<file path="src/rtl/rj_sample_buf.sv">
// Multi-channel sample store for right-justified audio words, with sweep clear,
// per-slot valid bits and frame pulse. Optional macro RJ_SIGN_EXT_EN sign-extends input.
module rj_sample_buf #(
  parameter int unsigned DATA_W   = 16,
  parameter int unsigned IN_W     = 16,
  parameter int unsigned DEPTH    = 16,
  parameter int unsigned CHANNELS = 2,
  localparam int unsigned ROW_W   = $clog2(DEPTH),
  localparam int unsigned CH_W    = $clog2(CHANNELS)
) (
  input  logic              Sclk,
  input  logic              clear,
  input  logic              init,
  input  logic              rj_status,
  input  logic [CH_W-1:0]   wr_ch,
  input  logic [ROW_W:0]    wr_row,
  input  logic [IN_W-1:0]   Input,
  input  logic [CH_W-1:0]   rd_ch,
  input  logic [ROW_W-1:0]  rd_idx,
  output logic [DATA_W-1:0] rd_data,
  output logic              rd_valid,
  output logic              busy,
  output logic              frame_done,
  output logic              wr_drop
);

  typedef enum logic [0:0] {StIdle, StSweep} state_e;

  state_e            state_q, state_d;
  logic [ROW_W-1:0]  ptr_q, ptr_d;
  logic              rj_q;
  logic              wr_fire;
  logic              wr_ok;
  logic              wr_accept;
  logic              rd_zero;
  logic [ROW_W-1:0]  wr_idx;
  logic [DATA_W-1:0] wr_word;

  logic [DATA_W-1:0] mem [CHANNELS][DEPTH];
  logic [DEPTH-1:0]  valid_q [CHANNELS];

  assign wr_idx  = wr_row[ROW_W-1:0];
  assign wr_fire = rj_status & ~rj_q;
  assign busy    = (state_q == StSweep);

  // init in the same cycle as a strobe wins; the write is rejected.
  assign wr_ok     = (state_q == StIdle) & ~init & ~wr_row[ROW_W] & (32'(wr_ch) < CHANNELS);
  assign wr_accept = wr_fire & wr_ok;

  // Zero reads both during and on entry to a sweep so no stale word leaks out.
  assign rd_zero = (state_q == StSweep) | (state_d == StSweep) | (32'(rd_ch) >= CHANNELS);

  always_comb begin
`ifdef RJ_SIGN_EXT_EN
    wr_word = {DATA_W{Input[IN_W-1]}};
`else
    wr_word = '0;
`endif
    wr_word[IN_W-1:0] = Input;
  end

  always_comb begin
    state_d = state_q;
    ptr_d   = ptr_q;
    unique case (state_q)
      StIdle: begin
        if (init) begin
          state_d = StSweep;
          ptr_d   = '0;
        end
      end
      StSweep: begin
        if (init) begin
          ptr_d = '0;
        end else begin
          ptr_d = ptr_q + ROW_W'(1);
          if (ptr_q == ROW_W'(DEPTH - 1)) state_d = StIdle;
        end
      end
    endcase
  end

  always_ff @(posedge Sclk or posedge clear) begin
    if (clear) begin
      state_q    <= StSweep;
      ptr_q      <= '0;
      rj_q       <= 1'b0;
      rd_data    <= '0;
      rd_valid   <= 1'b0;
      frame_done <= 1'b0;
      wr_drop    <= 1'b0;
      for (int c = 0; c < CHANNELS; c++) valid_q[c] <= '0;
    end else begin
      state_q    <= state_d;
      ptr_q      <= ptr_d;
      rj_q       <= rj_status;
      frame_done <= wr_accept & (32'(wr_ch) == CHANNELS - 1) & (32'(wr_idx) == DEPTH - 1);
      if (wr_fire && !wr_ok) begin
        wr_drop <= 1'b1;
      end else if (state_q == StIdle && init) begin
        wr_drop <= 1'b0;
      end
      if (rd_zero) begin
        rd_data  <= '0;
        rd_valid <= 1'b0;
      end else begin
        rd_data  <= mem[rd_ch][rd_idx];
        rd_valid <= valid_q[rd_ch][rd_idx];
      end
      if (state_q == StSweep) begin
        for (int c = 0; c < CHANNELS; c++) valid_q[CH_W'(c)][ptr_q] <= 1'b0;
      end else if (wr_accept) begin
        valid_q[wr_ch][wr_idx] <= 1'b1;
      end
    end
  end

  // Storage array is deliberately not reset; the post-reset sweep zeroes it.
  always_ff @(posedge Sclk) begin
    if (state_q == StSweep) begin
      for (int c = 0; c < CHANNELS; c++) mem[CH_W'(c)][ptr_q] <= '0;
    end else if (wr_accept) begin
      mem[wr_ch][wr_idx] <= wr_word;
    end
  end

endmodule

</file>
<file path="config.mk">
export PLATFORM = sky130hd
export DESIGN_NAME = rj_sample_buf
export DESIGN_NICKNAME = d
export VERILOG_FILES = /design/src/rtl/rj_sample_buf.sv
export SDC_FILE = /design/constraint.sdc
export NUM_CORES = 1
export LEC_CHECK = 0
export CORE_MARGIN = 1
export CORE_UTILIZATION = 37
export DETAILED_ROUTE_END_ITERATION = 8
export GPL_TIMING_DRIVEN = 1
export MAX_ROUTING_LAYER = met4
export PLACE_DENSITY = 0.52
export SLEW_MARGIN = 10
export SYNTH_ARGS = -nofsm -noshare
export SYNTH_HDL_FRONTEND = slang
export SYNTH_SLANG_ARGS = --single-unit
</file>
<file path="constraint.sdc">
create_clock -name Sclk -period 5.5 [get_ports Sclk]
set_input_delay 1.375 -clock Sclk [delete_from_list [all_inputs] [get_ports Sclk]]
set_output_delay 1.375 -clock Sclk [all_outputs]
set_load 0.05 [all_outputs]
</file>
== Word-level counts from Yosys, hierarchy flattened ==
Memory sizes are Yosys's and may differ from the RTL's.
Cells that the tools add are included.

* Bits in registers: 57
* Bits in writable memories: 512
* Input port bits: 31
* Output and inout bits: 20
* Word-level logic and storage cells: 97
* Memories kept: 1

{| class="wikitable"
|+ Memories
! name !! depth !! bits a word !! rd ports !! clocked after memory_dff !! write ports !! RTL line !! text
|-
| mem || 2 || 256 || 1 || 0 || 2 || 39 || <nowiki>logic [DATA_W-1:0] mem [CHANNELS][DEPTH];</nowiki>
|}

* Add/subtract/negate cells: 1
* Magnitude comparators: 13
* Eq/ne operators: 3
* Multiplexer cells: 39
* Bitwise logic cells: 19
* Reduce and logical (&&, ||, !) cells: 12

{| class="wikitable"
|+ Operators with widths
! kind !! count
|-
| two-way mux 256 bit || 4
|-
| OR reduction 256 bit || 1
|-
| two-way mux 16 bit || 10
|-
| demux 16 bit (select 4 bit) || 2
|-
| binary-select mux 16 bit (select 4 bit) || 1
|-
| two-way mux 32 bit || 1
|-
| bitwise OR 32 bit || 1
|-
| AND 16 bit || 1
|-
| demux 16 bit (select 1 bit) || 1
|-
| inverter 16 bit || 1
|-
| >= comparator 5 bit, second input constant || 3
|-
| < comparator 4 x 5 -> 1 bit, second input constant || 3
|-
| inverter 4 -> 5 bit || 3
|-
| two-way mux 1 bit || 13
|-
| < comparator 5 x 1 -> 1 bit, second input constant || 2
|-
| demux 1 bit (select 4 bit) || 2
|-
| == test 4 bit, second input constant || 2
|-
| >= comparator 4 x 1 -> 1 bit, second input constant || 2
|-
| two-way mux 4 bit || 2
|-
| case mux 4 bit (2 select lines) || 1
|-
| logical AND 1 bit || 7
|-
| AND 1 bit || 6
|-
| adder 4 x 1 -> 4 bit, second input constant || 1
|-
| binary-select mux 1 bit (select 4 bit) || 1
|-
| other kinds (10) || 16
|}

== Depth between registers and ports, before layout ==
* Word-level depth: 9
* Gate-level depth with buffers: 9
* Gate-level depth less buffers: 5

== Worst setup path after synthesis ==
Ideal clock, no wire load.

* Kind: in2reg
* From: in init
* To: mem mem[0][64] (netlist bit) (enable)
* Library setup time: 0.411 ns
* Arrival time: 3.953 ns
* Setup slack: 1.135 ns
* Stages on the path: 5
* Path buffers: 2
* Path through: buf_6 -> or4b_4 -> or4b_1 -> buf_6 -> o21ai_0

{| class="wikitable"
|+ RTL lines
! element !! RTL line !! text
|-
| start: declaration || 13 || <nowiki>input logic init,</nowiki>
|-
| end: declaration || 39 ||
|}

==> qor.txt <==
first-pass iteration count of the detailed router - 5
Worst Reg-to-Reg Cells - 4
critical path data required time - 5750 ps
Synth warnings - 0
Avg Inst Size Synth - 15.7 um2
number of global-route vias before repair - 14398
Final Cell Area - 29700 um2
Die X-Extent - 268 um
maxcap violations - 0
# Post-CTS Setup Buffers - 0
GR Util All Layers - 0.209
chip height - 268 um
Max Fclk - 0.237 GHz
total negative setup slack - 0 ps
initial drt markers - 1225
drt via density - 5.23
top cells by area, synth - edfxtp_1 59%, and2_1 12%, mux4_2 10%
area fraction of the dominant cell type after synthesis - 0.585
htree depth - 2
Worst R2R Start - busy
syn_nets - 1705
post-route ant nets - 0
reg-to-reg critical path endpoint - mem[1][187]
reg-to-reg slack, setup - 2110 ps
I/O pins - 51
area of the core - 70100 um2
Setup WS pre-CTS - 585 ps
Area growth syn-to-layout - 13.0%
CTS resizes - 0
final core utilization - 0.423
clock root cell - clkbuf_16
Netlist cell types - 42
Syn Inst Count - 1670
Seq cells post-synth - 569
row count - 97
sequential element share of the synthesized area - 0.640
CTS Sinks - 569
CP Launch Type - input pin
area leader, netlist - edfxtp_1
Hold Path Depth - 1
DP HPWL - 44.9 mm
slew margin rel. - 0.327
routability cong. - 0.816
asr flop ratio synth - 0.100
Tot Pwr - 0.00940 W
clock slew at reported path FFs - 60 ps
max incr delay on CP - 700 ps
Crit. End Element - register
crit path kind - in2reg
crit share post-route - 0.767
RSZ-0062 raised after global routing - no
worst min path class - reg2reg
clk_skew - 20.5 ps
routed via count - 14068
nets - 1735
Max Slew Vio Count - 0
CTS tree - yes
Leakage - 10.2 nW
Clock Latency Late Sink - 630 ps
Slew @ Worst Pin - 1010 ps
Pwr Density - 317 nW/um2
antenna violations before repair - 3
VDD IR-drop max - 0.239 mV
CTS buffer count - 60
hold path endpoint - valid_q[11]
# setup viols final - 0
Hold Fails Final Rpt - 0
final setup margin - 1280 ps
layout cell share with drive strength beyond 1 - 0.205
crit-path cells - clkdlybuf4s50_1 > or4b_4 > or3_4 > nor3_4 > nand2b_1
number of buffers added on ports - 50
DR WL/cell - 26.6 um
die area - 72100 um2
Post-Syn Area - 26300 um2
status - completed
Routed Wire Length - 71.5 mm
hold buffers post-CTS - 0
critical path peak fanout - 21
fin crit period - 4220 ps
most frequent cells after synthesis - 512 x and2_1, 512 x edfxtp_1, 119 x mux4_2
largest net degree at the start of global routing - 52
Slowest cell on crit path - nand2b_1
clk buf depth - 3
initial core utilization - 0.375
# DRC - 0
most used flip-flop cell after synthesis - edfxtp_1
GR Overflow Total - 0
first-pass GRT wire length - 103 mm
EDFF count, synth - 512
Min-Delay Startpoint - valid_q[11]
CP startpoint - init
WP data arrival - 4470 ps
Placed Area - 27700 um2
## worst max-delay path by stage
stage                   to  depth (start not counted)
6_report       mem[1][187]                          5
2_1_floorplan   mem[0][64]                          5
4_1_cts        mem[1][180]                          5
3_5_place_dp   mem[1][178]                          5
3_3_place_gp   mem[1][176]                          5
5_1_grt        mem[1][180]                          5
## per-layer routing
layer	GRT usage	share of wire	up-vias
li1	-	-	6258
met2	0.331	0.48	333
met4	0.0553	0.024	0
met1	0.283	0.45	7382
met5	-	0	-
met3	0.0291	0.045	95
## layout make-up
cell class | instances | area, um2
inverters | 5 | 18.8
clock buffers | 88 | 1770
multi-input cells | 949 | 8690
repair buffers | 115 | 998
flip-flops and latches | 569 | 16800
diodes | 1 | 2.50
clock inverters | 25 | 239
well taps | 940 | 1180
fillers | 6376 | 40500
## cell usage in the layout, fill, tap and decap left out, types with 7 or more instances in the layout
cell type	n
a221oi_1	14
nor2_1	10
and2_1	512
clkbuf_16	60
or2_2	19
o21ai_1	10
nand2b_1	16
clkdlybuf4s50_1	39
nor2_8	16
clkinv_2	7
nand3_1	11
clkbuf_8	17
clkbuf_1	12
nor2b_1	8
buf_2	9
nand2_1	12
a221o_1	17
dfrtp_1	56
buf_4	61
a22oi_1	17
nor3_4	16
edfxtp_1	512
o21ai_0	14
a21o_1	16
mux4_2	119
mux2i_1	69
a31oi_1	17
## critical path, delay by kind of cell
kind	cells	cell delay [ps]
simple gates	4	2530
buf+inv	1	550
## power breakdown
group          internal (W)  switching, W  total, W
clock network       0.00237       0.00172   0.00409
registers           0.00476     0.0000322   0.00480
logic              0.000163      0.000353  0.000517
## cell families (layout without fill, tap and decap cells)
kind of cell / Yosys count / after routing / synth area share
other cells: 0 / 1 / 0
flops: 569 / 569 / 0.640
simple gates: 632 / 632 / 0.163
xor+xnor: 3 / 3 / 0.00100
fa+ha+maj: 4 / 4 / 0.00191
compound gates: 122 / 122 / 0.0336
buf+inv: 152 / 233 / 0.0323
mux: 188 / 188 / 0.128
## metrics by stage
| step | hold WS, ps | instances |
|---|---|---|
| floorplan | 434 | 1670 |
| global placement | 445 | 2578 |
| finish | 461 | 2692 |
| detailed placement | 447 | 2578 |
| CTS | 461 | 2691 |
| global route | 486 | 2691 |
## flip-flops by register name (all words and copies together) (netlist names), 4 cells and up
| signal | count |
|---|---|
| ptr_q | 4 |
| mem | 512 |
| rd_data | 16 |
| valid_q | 32 |
(Power assumes the default switching activity.)
